File: config.mk
export PLATFORM = sky130hd
export DESIGN_NAME = alu_exec_unit_flat
export DESIGN_NICKNAME = d
export VERILOG_FILES = /design/src/rtl/alu_exec_unit_pkg.sv /design/src/rtl/alu_exec_unit_if.sv /design/src/rtl/alu_iter_shifter.sv /design/src/rtl/alu_exec_unit.sv /design/src/flat_wrapper.sv
export SDC_FILE = /design/constraint.sdc
export NUM_CORES = 1
export LEC_CHECK = 0
export ABC_CLOCK_PERIOD_IN_PS = 3500
export BUFFER_PORTS_ARGS = -buffer_cell sky130_fd_sc_hd__buf_2
export CAP_MARGIN = 0
export CORE_UTILIZATION = 50
export CTS_CLUSTER_DIAMETER = 200
export DETAILED_ROUTE_END_ITERATION = 7
export HOLD_SLACK_MARGIN = 0.03
export MAX_ROUTING_LAYER = met4
export PLACE_DENSITY_LB_ADDON = 0.3
export RECOVER_POWER = 100
export SLEW_MARGIN = 25
export SYNTH_ARGS = -nofsm -noshare
export SYNTH_HDL_FRONTEND = slang
export SYNTH_HIERARCHICAL = 1
export SYNTH_SLANG_ARGS = --single-unit
File: constraint.sdc
create_clock -name clk -period 3.5 [get_ports clk]
set_input_delay 1.05 -clock clk [delete_from_list [all_inputs] [get_ports clk]]
set_output_delay 1.05 -clock clk [all_outputs]
set_load 0.01 [all_outputs]
File: src/rtl/alu_exec_unit_pkg.sv
// Shared opcode constants, FSM/shifter enums and decode helpers for the execute-stage ALU.
// Also imported by alu control so both sides agree on the 4-bit alu_code encoding.
package alu_exec_unit_pkg;

    localparam int unsigned ALU_CODE_W = 4;

    localparam logic [ALU_CODE_W-1:0] ALU_SLL = 4'b0000;
    localparam logic [ALU_CODE_W-1:0] ALU_SRL = 4'b0001;
    localparam logic [ALU_CODE_W-1:0] ALU_SRA = 4'b0010;
    localparam logic [ALU_CODE_W-1:0] ALU_ADD = 4'b0011;
    localparam logic [ALU_CODE_W-1:0] ALU_SUB = 4'b0100;
    localparam logic [ALU_CODE_W-1:0] ALU_AND = 4'b0101;
    localparam logic [ALU_CODE_W-1:0] ALU_OR  = 4'b0110;
    localparam logic [ALU_CODE_W-1:0] ALU_XOR = 4'b0111;
    localparam logic [ALU_CODE_W-1:0] ALU_NOR = 4'b1000;

    typedef enum logic {StIdle, StShift} state_e;

    typedef enum logic [1:0] {ShLeft, ShRightLogic, ShRightArith} shift_mode_e;

    function automatic logic is_shift(input logic [ALU_CODE_W-1:0] code);
        return (code == ALU_SLL) || (code == ALU_SRL) || (code == ALU_SRA);
    endfunction

    function automatic shift_mode_e shift_mode(input logic [ALU_CODE_W-1:0] code);
        shift_mode_e m;
        case (code)
            ALU_SRL: m = ShRightLogic;
            ALU_SRA: m = ShRightArith;
            default: m = ShLeft;
        endcase
        return m;
    endfunction

endpackage

File: src/rtl/alu_exec_unit_if.sv
// Request/response handshake bundle between operand muxing, the ALU and the EX/MEM register.
// master = producer of requests / consumer of results; slave = the ALU.
interface alu_exec_unit_if
    import alu_exec_unit_pkg::*;
#(
    parameter int unsigned DATA_W = 32
) ();

    logic                  in_valid;
    logic                  in_ready;
    logic [ALU_CODE_W-1:0] alu_code;
    logic [DATA_W-1:0]     op_a;
    logic [DATA_W-1:0]     op_b;
    logic                  out_valid;
    logic                  out_ready;
    logic [DATA_W-1:0]     result;
    logic                  zero;
    logic                  bad_code;

    modport master (
        output in_valid, alu_code, op_a, op_b, out_ready,
        input  in_ready, out_valid, result, zero, bad_code
    );

    modport slave (
        input  in_valid, alu_code, op_a, op_b, out_ready,
        output in_ready, out_valid, result, zero, bad_code
    );

endinterface

File: src/rtl/alu_iter_shifter.sv
// Iterative 1-bit-per-cycle shifter; start loads operand and count, done flags the last step.
// result is the next shifted value, so the caller captures it on the same edge as done.
module alu_iter_shifter
    import alu_exec_unit_pkg::*;
#(
    parameter int unsigned DATA_W  = 32,
    parameter int unsigned SHAMT_W = $clog2(DATA_W)
) (
    input  logic               clk,
    input  logic               reset,
    input  logic               start,
    input  shift_mode_e        mode,
    input  logic [DATA_W-1:0]  data,
    input  logic [SHAMT_W-1:0] amount,
    output logic               busy,
    output logic               done,
    output logic [DATA_W-1:0]  result
);

    logic [DATA_W-1:0]  shreg_q;
    logic [SHAMT_W-1:0] cnt_q;
    shift_mode_e        mode_q;
    logic [DATA_W-1:0]  step;

    always_comb begin
        step = shreg_q;
        unique case (mode_q)
            ShLeft:       step = {shreg_q[DATA_W-2:0], 1'b0};
            ShRightLogic: step = {1'b0, shreg_q[DATA_W-1:1]};
            ShRightArith: step = {shreg_q[DATA_W-1], shreg_q[DATA_W-1:1]};
            default:      step = shreg_q;
        endcase
    end

    assign busy   = (cnt_q != '0);
    assign done   = (cnt_q == SHAMT_W'(1));
    assign result = step;

    always_ff @(posedge clk or posedge reset) begin
        if (reset) begin
            shreg_q <= '0;
            cnt_q   <= '0;
            mode_q  <= ShLeft;
        end else if (start) begin
            shreg_q <= data;
            cnt_q   <= amount;
            mode_q  <= mode;
        end else if (busy) begin
            shreg_q <= step;
            cnt_q   <= cnt_q - SHAMT_W'(1);
        end
    end

endmodule

File: src/rtl/alu_exec_unit.sv
// Execute-stage ALU with a registered valid/ready result buffer and an IDLE/SHIFT FSM.
// FAST_SHIFT_EN selects a single-cycle barrel shifter instead of alu_iter_shifter.
module alu_exec_unit
    import alu_exec_unit_pkg::*;
#(
    parameter int unsigned DATA_W  = 32,
    parameter int unsigned SHAMT_W = $clog2(DATA_W)
) (
    input  logic            clk,
    input  logic            reset,
    alu_exec_unit_if.slave  bus
);

    state_e             state_q;
    logic               out_valid_q;
    logic [DATA_W-1:0]  result_q;
    logic               zero_q;
    logic               bad_code_q;

    logic               accept;
    logic               drain;
    logic               start_shift;
    logic               sh_done;
    logic [DATA_W-1:0]  sh_out;
    logic [DATA_W-1:0]  alu_out;
    logic               alu_bad;
    logic [SHAMT_W-1:0] shamt;

    assign shamt  = bus.op_a[SHAMT_W-1:0];
    assign accept = bus.in_valid & bus.in_ready;
    assign drain  = out_valid_q & bus.out_ready;

`ifdef FAST_SHIFT_EN
    assign bus.in_ready = ~out_valid_q | bus.out_ready;
    assign start_shift  = 1'b0;
    assign sh_done      = 1'b0;
    assign sh_out       = '0;
`else
    logic sh_busy;

    assign bus.in_ready = (state_q == StIdle) & (~out_valid_q | bus.out_ready);
    assign start_shift  = accept & is_shift(bus.alu_code) & (shamt != '0);

    alu_iter_shifter #(
        .DATA_W  (DATA_W),
        .SHAMT_W (SHAMT_W)
    ) u_shifter (
        .clk    (clk),
        .reset  (reset),
        .start  (start_shift),
        .mode   (shift_mode(bus.alu_code)),
        .data   (bus.op_b),
        .amount (shamt),
        .busy   (sh_busy),
        .done   (sh_done),
        .result (sh_out)
    );

    shifter_tracks_fsm: assert property (@(posedge clk) disable iff (reset)
        sh_busy == (state_q == StShift));
`endif

    always_comb begin
        alu_out = '0;
        alu_bad = 1'b0;
        case (bus.alu_code)
`ifdef FAST_SHIFT_EN
            ALU_SLL: alu_out = bus.op_b << shamt;
            ALU_SRL: alu_out = bus.op_b >> shamt;
            ALU_SRA: alu_out = $signed(bus.op_b) >>> shamt;
`else
            // Only reached with n==0; n>0 goes through the iterative shifter.
            ALU_SLL, ALU_SRL, ALU_SRA: alu_out = bus.op_b;
`endif
            ALU_ADD: alu_out = bus.op_a + bus.op_b;
            ALU_SUB: alu_out = bus.op_a - bus.op_b;
            ALU_AND: alu_out = bus.op_a & bus.op_b;
            ALU_OR:  alu_out = bus.op_a | bus.op_b;
            ALU_XOR: alu_out = bus.op_a ^ bus.op_b;
            ALU_NOR: alu_out = ~(bus.op_a | bus.op_b);
            default: alu_bad = 1'b1;
        endcase
    end

    always_ff @(posedge clk or posedge reset) begin
        if (reset) begin
            state_q     <= StIdle;
            out_valid_q <= 1'b0;
            result_q    <= '0;
            zero_q      <= 1'b1;
            bad_code_q  <= 1'b0;
        end else begin
            if (drain) begin
                out_valid_q <= 1'b0;
            end
            case (state_q)
                StIdle: begin
                    if (accept) begin
                        if (start_shift) begin
                            state_q <= StShift;
                        end else begin
                            out_valid_q <= 1'b1;
                            result_q    <= alu_out;
                            zero_q      <= (alu_out == '0);
                            bad_code_q  <= alu_bad;
                        end
                    end
                end
                StShift: begin
                    // Output buffer is guaranteed empty here: accept required it free.
                    if (sh_done) begin
                        state_q     <= StIdle;
                        out_valid_q <= 1'b1;
                        result_q    <= sh_out;
                        zero_q      <= (sh_out == '0);
                        bad_code_q  <= 1'b0;
                    end
                end
                default: state_q <= StIdle;
            endcase
        end
    end

    assign bus.out_valid = out_valid_q;
    assign bus.result    = result_q;
    assign bus.zero      = zero_q;
    assign bus.bad_code  = bad_code_q;

endmodule

File: src/flat_wrapper.sv
// flat-port wrapper written by rule: the top's interface ports become plain ports
module alu_exec_unit_flat import alu_exec_unit_pkg::*;
#(
    parameter int unsigned DATA_W  = 32,
    parameter int unsigned SHAMT_W = $clog2(DATA_W)
)
  (clk, reset, bus_in_valid, bus_alu_code, bus_op_a, bus_op_b, bus_out_ready, bus_in_ready, bus_out_valid, bus_result, bus_zero, bus_bad_code);
  alu_exec_unit_if #(.DATA_W(DATA_W)) bus_i ();
  input  logic clk;
  input  logic reset;
  input wire logic [$bits(bus_i.in_valid)-1:0] bus_in_valid;
  input wire logic [$bits(bus_i.alu_code)-1:0] bus_alu_code;
  input wire logic [$bits(bus_i.op_a)-1:0] bus_op_a;
  input wire logic [$bits(bus_i.op_b)-1:0] bus_op_b;
  input wire logic [$bits(bus_i.out_ready)-1:0] bus_out_ready;
  output wire logic [$bits(bus_i.in_ready)-1:0] bus_in_ready;
  output wire logic [$bits(bus_i.out_valid)-1:0] bus_out_valid;
  output wire logic [$bits(bus_i.result)-1:0] bus_result;
  output wire logic [$bits(bus_i.zero)-1:0] bus_zero;
  output wire logic [$bits(bus_i.bad_code)-1:0] bus_bad_code;
  assign bus_i.in_valid = bus_in_valid;
  assign bus_i.alu_code = bus_alu_code;
  assign bus_i.op_a = bus_op_a;
  assign bus_i.op_b = bus_op_b;
  assign bus_i.out_ready = bus_out_ready;
  assign bus_in_ready = bus_i.in_ready;
  assign bus_out_valid = bus_i.out_valid;
  assign bus_result = bus_i.result;
  assign bus_zero = bus_i.zero;
  assign bus_bad_code = bus_i.bad_code;
  alu_exec_unit #(.DATA_W(DATA_W), .SHAMT_W(SHAMT_W)) u_core (.clk(clk), .reset(reset), .bus(bus_i));
endmodule
==> impl.org, run 1 <==
** Power and ir drop
- Worst IR drop on VDD :: 0.265 mV
- Part of the total power dissipated in sequential elements :: 25.1%
- Net switching is 44.6% of the power.
- Total net switching power :: 3.09 mW
- Combinational group share of total power :: 60.9%
- Dividing total power by cell area gives a power density of 484 nW/um2.
- Overall power consumption :: 6.93 mW
- Design internal power :: roughly 3.8 mW
- In this run, the clock network consumes between 10% and 20% of the power.
- In this run the static leakage power is about 6.4 nW.

** Placement
- Final RePlAce weighted congestion :: 0.995
- At the placement stage, the worst setup path has a slack of -2.30 ns.
- The count of buffers added on input and output ports is 107.
- The wire-length estimate of the detail-placed layout is 26.1 mm.
- Counting tap cells, the placed design contains a total of 1715 instances.

** Floorplanning
- Floorplan die area :: roughly 20000 um2
- The region available for standard cell placement spans approximately 19000 um2.
- The floorplan has 50 rows.
- Die Span Y :: ~140 um
- The die is 140 um wide.
- Initial Utilization :: 51.1%
- Pin placement for this block handled 108 I/O pins.

** Route
- Via count of the routed design :: around 12k
- Final wirelength :: 39.5 mm
- For this run, design rule violations remaining after detail routing come to 0.
- The first TritonRoute pass finished after 8 iterations.
- In the final routed layout, each cell accounts on average for 22.1 um.
- DRT iter0 DRCs :: 1374
- Routed via count divided by cell count :: 6.50
- In this run the remaining antenna-violating nets after routing total 0.

** Synthesis
- After synthesis, the netlist uses 86 different library cells.
- Counting flops and latches in the post-synthesis netlist gives 75.
- Portion of synthesized cell area occupied by the leading cell type :: 19.4%
- Sorting the synthesized cells by area gives the leading types as sky130_fd_sc_hd__dfrtp_1, sky130_fd_sc_hd__ha_1, sky130_fd_sc_hd__mux2i_1, sky130_fd_sc_hd__a21oi_1, sky130_fd_sc_hd__xnor2_1.
- Netlist area before placement :: 9560 um2
- Sequential share of the synthesized area :: 19.6%
- Fraction of registers with async set/reset :: 100%
- Number of warnings issued by yosys :: 6
- The synthesized design spends more area on one cell type than any other, namely sky130_fd_sc_hd__dfrtp_1.
- In the synthesized netlist, the number of instances is 1186.
- Counting flops with a built-in enable in the synthesized netlist gives 0.
- Counting every net in the synthesized netlist gives 1357.
- A synthesized cell averages 8.06 um2.
- For this run, the leading register cell type out of synthesis is sky130_fd_sc_hd__dfrtp_1.

** CTS
- The number of clock buffers added by TritonCTS is 9.
- CTS tree :: yes
- CTS built an H-tree with a depth of 3.
- For the worst-skew pair, the clock arrives at the later sink with an insertion delay of between 0.3 and 0.4 ns.
- Clk sink count :: 75
- After clock tree synthesis, the clock-pin slew on the worst setup and hold paths is 0.06 ns.
- Number of buffers on the longest clock path :: 2
- The tree is rooted in a sky130_fd_sc_hd__clkbuf_16.

** STA
- Actual slew at the worst max-slew pin :: 1.72 ns
- The max-slew violation count is between 50 and 60.
- Setup violations remaining at the end of the flow were counted as 70.
- Post-route clock skew :: approximately 0.0071 ns
- The count of endpoints failing hold in the final timing report came to 0.
- Min cycle time layout :: 5.61 ns
- Timing would allow up to 178 MHz.
- Final period utilization :: 160%
- Crit path setup slack, layout :: -2.11 ns
- Setup repair after global routing could not meet its margin everywhere.
- The worst pin sits at a relative slew slack of -14.8%.

** Global route
- Initial antenna violation count :: 0
- After global routing the overflow that remains totals 0.
- The number of global-route vias before repair was a little over 10k.
- The first global-routing pass estimated about 55 mm of wire.
- All-Layer GR Usage :: a little under two fifths
- Maximum number of pins on one net before global-route repair :: 65

** Setup path
- The worst register-to-register path begins at u_core/u_shifter/cnt_q[1].
- Critical path endpoint category :: flop
- Kind of critical path :: input port to flop
- Required time of the critical path :: ~3.8 ns
- The worst setup path is launched from an input port.
- The worst register-to-register path has a setup slack of 0.38 ns.
- The endpoint identified for the worst register-to-register timing path is u_core/bus.zero.
- Counting cells, the worst reg-to-reg path comes to 13.
- Along the worst path, the maximum fanout reaches 4.
- At the worst endpoint, the arrival time is 5.86 ns.

** Min path
- Count of cells along the worst hold path :: 2
- Min-delay src :: u_core/bus.result[15]
- The path class of the tightest hold or removal check is flop to flop.
- The worst hold path terminates at u_core/bus.result[15].

** Run
- # Max-Cap Violations :: 2

** Cells and area
- Area Growth Syn to Fin :: 49.8%
- In the final layout, flip-flops and latches occupy 1880 um2.
- The multi-input combinational cells in the finished layout cover a total of 8470 um2.
- The library cell used most frequently in the layout, excluding fill and tap cells, is sky130_fd_sc_hd__buf_4.
- Leading cell types in the layout, fill and taps excluded :: sky130_fd_sc_hd__buf_4, sky130_fd_sc_hd__mux2i_1, sky130_fd_sc_hd__nor2_1, sky130_fd_sc_hd__ha_1, sky130_fd_sc_hd__a21oi_1
- Number of fill cells in the layout :: 1181
- Excluding fillers, the count of instances in the completed layout stands at 1785.
- The repair_antennas step left the layout with diodes totalling 0.
- Share of post-route cells with drive strength above 1 :: about two fifths
- Number of nets in the final layout :: approximately 1.7k

** Status
- The checks that failed: capacitance limit, slew limit, setup timing.
- The run finished, with violations left.
## routing by layer
| metal | routed length (um) | track usage [%] | share of wire (%) |
|---|---|---|---|
| met5 | 0 | - | 0 |
| met4 | 1830 | 13.9 | 4.6 |
| met3 | 3630 | 3.49 | 9.2 |
| met2 | 17900 | 55.4 | 45 |
| met1 | 16100 | 51.2 | 41 |
## worst max-delay path, stage by stage
cell and delay [ns]:
sky130_fd_sc_hd__buf_6 0.09, sky130_fd_sc_hd__or4_4 0.56, sky130_fd_sc_hd__or4_4 0.46, sky130_fd_sc_hd__buf_6 0.14, sky130_fd_sc_hd__nor4_4 0.34, sky130_fd_sc_hd__nand4_1 0.31, sky130_fd_sc_hd__nor2_2 0.21, sky130_fd_sc_hd__a31oi_1 0.11
sky130_fd_sc_hd__xnor2_1 0.30, sky130_fd_sc_hd__ha_1 0.35, sky130_fd_sc_hd__buf_4 0.16, sky130_fd_sc_hd__buf_4 0.13, sky130_fd_sc_hd__a21o_1 0.16, sky130_fd_sc_hd__a21oi_2 0.18, sky130_fd_sc_hd__o21ai_2 0.09, sky130_fd_sc_hd__or3_4 0.39
sky130_fd_sc_hd__a21oi_2 0.14, sky130_fd_sc_hd__xnor2_1 0.09, sky130_fd_sc_hd__a221oi_2 0.27, sky130_fd_sc_hd__nand4_1 0.14, sky130_fd_sc_hd__o31ai_2 0.19
## power groups by stage
stage	registers (mW)	logic, mW	clock network, mW
after floorplan	1.69	2.31	0
after global placement	1.72	3.51	0
after detailed placement	1.73	3.62	0
after CTS	1.73	3.87	0.978
after global routing	1.80	4.50	1.02
final	1.74	4.23	0.966
## cells in the mapped netlist, drive strengths merged (8+ instances only)
cell    instances
or3            13
a21o           17
buf            27
clkbuf         48
nor4           20
o31a           34
o211ai          9
dfrtp          74
a211oi         18
a21oi         109
ha             98
inv            77
o31ai          15
a221o          11
nor2          104
xor2           11
nor3           10
nand2          78
xnor2          45
nand4           8
mux2i         117
o21ai          58
nand3          14
nor2b          34
a31oi          17
## registers in the layout, summed over array words and instances (netlist names)
signal / flops
u_core/state_q: 1
u_core/bus.bad_code: 1
u_core/bus.out_valid: 1
u_core/u_shifter/shreg_q: 32
u_core/u_shifter/mode_q: 2
u_core/bus.result: 32
u_core/u_shifter/cnt_q: 5
u_core/bus.zero: 1
## stage by stage
stage                     setup TNS [ns]  instance area [um2]  util [%]  hold slack [ns]
after detailed placement          -39.88                12300      66.0            0.473
after floorplan                   -24.57                 9860         -            0.507
after global placement            -38.76                12300      66.0            0.469
after CTS                         -24.95                13500      72.0            0.485
after global routing              -53.31                14300      76.6            0.515
final                             -46.91                14300      76.6            0.489
## what timing repair did
action                     CTS  global route
pin swaps                   83           123
hold buffers                 0             0
buffers inserted            29            38
resized for setup          123           135
setup endpoints to repair   28            29
## kinds of logic after synthesis
family | count (synthesis) | synth area share (%)
AND/OR/NAND/NOR | 329 | 17.7
adder cells (fa/ha/maj) | 99 | 13.0
flip-flops | 75 | 19.6
buffers and inverters | 152 | 6.49
AO/OA/AOI/OAI | 354 | 25.3
multiplexers | 121 | 12.7
XOR/XNOR | 56 | 5.13
## area by class of cell
cell class / instances / area share (%)
clock buffer: 10 / 1.60
clock inverter: 6 / 0.559
inverter: 77 / 2.02
multi-input combinational: 959 / 59.1
sequential: 75 / 13.1
tap: 234 / 2.04
timing repair buffer: 424 / 21.5
## how the worst max path moves through the flow
stage | start | slack [ns] | to | depth (start not counted)
after CTS | bus_op_b[8] | -1.71 | u_core/bus.zero | 21
after global placement | bus_op_b[8] | -2.26 | u_core/bus.zero | 21
after detailed placement | bus_op_b[8] | -2.30 | u_core/bus.zero | 20
final | bus_op_b[8] | -2.11 | u_core/bus.zero | 21
after global routing | bus_op_b[8] | -2.23 | u_core/bus.zero | 20
after floorplan | bus_op_b[8] | -1.89 | u_core/bus.zero | 19
Power figures use the tool's default switching activity.
==> run 2, diff against run 1 <==
PLACE_DENSITY = 0.77   (was unset)
PLACE_DENSITY_LB_ADDON = unset   (was 0.3)
==> run 2 against run 1 <==
The run ends with capacitance limit, setup timing left. Final cell count decreased by 0.39%. Clock-buffer cell count increased by 1. Clock skew increased by 0.0010 ns. Hold slack improved by 0.037 ns. Core utilization decreased by 2.5 points. Total power decreased by 2.8%. Critical path type unchanged.
==> impl.org, run 2 (synthesis gave the netlist of run 1 again) <==
** Setup path
- Worst setup path endpoint :: u_core/bus.zero (unchanged)
- Length in cells of the worst reg-to-reg path :: 13 (unchanged)
- Required time of the critical path :: 3.76 ns (about the same)
- The capturing element type of the critical path is a flop (unchanged).
- The slack of the worst reg-to-reg path came to 0.40 ns (was 0.38 ns).
- Endpoint of the most critical register-to-register path :: u_core/bus.zero (unchanged)
- Top fanout value on the critical path :: 4 (unchanged)
- The critical register-to-register path startpoint was u_core/u_shifter/cnt_q[1] (unchanged).
- Kind of critical path :: input port to flop (unchanged)
- CP Data Arrival Time :: 5.56 ns (was 5.86 ns)
- The worst setup path startpoint was bus_op_b[8] (unchanged).
- Crit path launch type :: input port (unchanged)

** STA
- Final-report setup violation count :: 70 (unchanged)
- Crit path setup slack, layout :: -1.81 ns (was -2.11 ns)
- The upper clock frequency limit came to 188 MHz (was 178 MHz).
- Slew Limit Headroom :: 0.270% (was -14.8%)
- The part of the cycle the worst path needs is 152% (was 160%).
- Unrepaired setup endpoints after global routing: true (unchanged).
- The final worst clock skew is 0.00815 ns (was 0.00711 ns).
- Count of final hold-check violations :: 0 (unchanged)
- Actual slew at the worst max-slew pin :: 1.50 ns (was 1.72 ns)
- The max-slew violation count is 0 (was 55).
- Post-Route Hold Slack :: 0.525 ns (was 0.489 ns)
- Min cycle time layout :: 5.31 ns (was 5.61 ns)

** CTS
- The count of clock tree sinks is 75 (unchanged).
- Num CTS Buffers :: 9 (unchanged)
- Number of buffers on the longest clock path :: 2 (unchanged)
- The clock-pin slew reported for the worst setup and hold paths after clock tree synthesis came to 0.06 ns (about the same).
- Hold buffer count at cts :: 0 (unchanged)
- The clock insertion delay at the later pin of the skew report is 0.34 ns (about the same).
- The root buffer selected by CTS is sky130_fd_sc_hd__clkbuf_16 (unchanged).
- CTS HTree Levels :: 3 (unchanged)
- The TritonCTS clock tree is yes (unchanged).

** Cells and area
- The count of nets after finishing was 1710 (was 1717).
- The final cell count without fillers is 1778 (was 1785).
- Diodes inserted :: 0 (unchanged)
- Number of fill cells in the layout :: 1240 (was 1181)
- Leading cell types in the layout, fill and taps excluded :: sky130_fd_sc_hd__buf_4, sky130_fd_sc_hd__mux2i_1, sky130_fd_sc_hd__nor2_1, sky130_fd_sc_hd__ha_1, sky130_fd_sc_hd__a21oi_1 (unchanged)
- The layout-stage area growth over the synthesis result was 45.0% (was 49.8%).
- The share of cells above drive strength 1 is 37.1% (was 39.2%).
- The utilization after layout came to 74.1% (was 76.6%).
- The most common cell after layout, fill and taps aside is sky130_fd_sc_hd__buf_4 (unchanged).

** Placement
- Number of cells after detailed placement :: 1721 (was 1715)
- Final RePlAce weighted congestion :: 0.995 (about the same)
- The count of port buffers added during placement was 107 (unchanged).
- The worst slack at placement was -2.33 ns (was -2.30 ns).
- The HPWL after detailed placement was 26.5 mm (was 26.1 mm).

** Status
- Outcome: finished, violations left (unchanged).
- Violated checks :: capacitance limit, setup timing (was capacitance limit, slew limit, setup timing)

** Global route
- The number of global-route vias before repair came to 10.6k (was 10.3k).
- The aggregate global routing overflow was 0 (unchanged).
- The maximum number of pins on one net before global-route repair was 54 (was 65).
- First-pass GRT wire length :: 55.3 mm (about the same)
- The number of antenna violations at the first check in global routing is 0 (unchanged).
- The global-route total usage across every layer came to 37.0% (was 36.9%).

** Power and ir drop
- Static Leak :: 6.29 nW (was 6.44 nW)
- The worst supply voltage drop on vdd was 0.270 mV (was 0.265 mV).
- The power per cell area was 486 nW/um2 (was 484 nW/um2).
- Overall power consumption :: 6.74 mW (was 6.93 mW)

** Route
- WL per Instance :: 21.4 um (was 22.1 um)
- The count of nets left with antenna violations after detail routing was 0 (unchanged).
- DRT iter0 DRCs :: 1481 (was 1374)
- Via count of the routed design :: 11.4k (was 11.6k)
- First drt pass iteration count :: 6 (was 8)
- Final wirelength :: 38.1 mm (was 39.5 mm)
- The DRC violation count after routing was 0 (unchanged).
- The via density per instance was 6.39 (was 6.50).

** Floorplanning
- The placeable core region came to 18700 um2 (unchanged).
- FP Rows :: 50 (unchanged)
- # IOs :: 108 (unchanged)
- Horiz. Die Dim :: 140 um (unchanged)
- Die Span Y :: 140 um (unchanged)
- The initial core utilization came to 51.1% (unchanged).
- The die outline area is 19700 um2 (unchanged).

** Min path
- Min-delay worst type :: flop to flop (unchanged)
- Count of cells along the worst hold path :: 1 (was 2)

** Run
- # Max-Cap Violations :: 1 (was 2)
[run 2: worst max-delay path, stage by stage]
cell                       delay (ns)
sky130_fd_sc_hd__buf_6           0.09
sky130_fd_sc_hd__or4_4           0.56
sky130_fd_sc_hd__or4_4           0.44
sky130_fd_sc_hd__buf_4           0.18
sky130_fd_sc_hd__nor4_4          0.19
sky130_fd_sc_hd__nand4_1         0.25
sky130_fd_sc_hd__buf_4           0.22
sky130_fd_sc_hd__o41ai_4         0.22
sky130_fd_sc_hd__xnor2_1         0.12
sky130_fd_sc_hd__ha_1            0.37
sky130_fd_sc_hd__nand2_2         0.12
sky130_fd_sc_hd__o21ai_1         0.09
sky130_fd_sc_hd__a21o_1          0.18
sky130_fd_sc_hd__nand3_1         0.10
sky130_fd_sc_hd__o21ai_2         0.07
sky130_fd_sc_hd__or3_4           0.40
sky130_fd_sc_hd__a21oi_4         0.15
sky130_fd_sc_hd__xnor2_2         0.09
sky130_fd_sc_hd__a221oi_2        0.28
sky130_fd_sc_hd__nand4_1         0.16
sky130_fd_sc_hd__o31ai_2         0.20
[run 2: how the worst min path moves through the flow]
stage	from	to	slack (ns)
floorplan	u_core/bus.result[0]	u_core/bus.result[0]	0.51
global placement	u_core/bus.bad_code	u_core/bus.bad_code	0.47
detailed placement	u_core/bus.bad_code	u_core/bus.bad_code	0.50
CTS	u_core/bus.result[15]	u_core/bus.result[15]	0.51
global route	u_core/bus.result[14]	u_core/bus.result[14]	0.53
finish	u_core/bus.out_valid	u_core/bus.out_valid	0.53
[run 2: final cells by class]
class	count	area [um2]	area share [%]
Clock inverter	5	28.8	0.208
Timing Repair Buffer	417	2980	21.5
Inverter	77	289	2.08
Sequential cell	75	1880	13.6
Multi-Input combinational cell	959	8160	58.8
Clock buffer	11	243	1.75
Tap cell	234	293	2.11
[run 2: per-stage QoR]
stage / instance area [um2] / TNS, ns
global placement: 12400 / -38.80
floorplan: 9860 / -24.57
global route: 13900 / -43.37
CTS: 13400 / -25.23
detailed placement: 12400 / -40.78
finish: 13900 / -36.10
[run 2: what timing repair did]
action,4_1_cts,5_1_grt
gates resized for setup,119,74
buffers inserted,30,17
pin swaps,74,69
setup endpoints to repair,27,28
[run 2: layer usage]
| metal | vias to the layer above | part of all wire (%) | global-route usage [%] |
|---|---|---|---|
| met1 | 5485 | 40 | 49.1 |
| met3 | 146 | 9.2 | 5.20 |
| met5 | - | 0 | - |
| li1 | 5075 | - | - |
| met2 | 661 | 46 | 56.2 |
| met4 | 0 | 4.2 | 15.4 |
[run 2: power by group]
group          switching [mW]  internal (mW)
registers               0.449           1.30
logic                    2.27           1.87
clock network           0.353          0.495
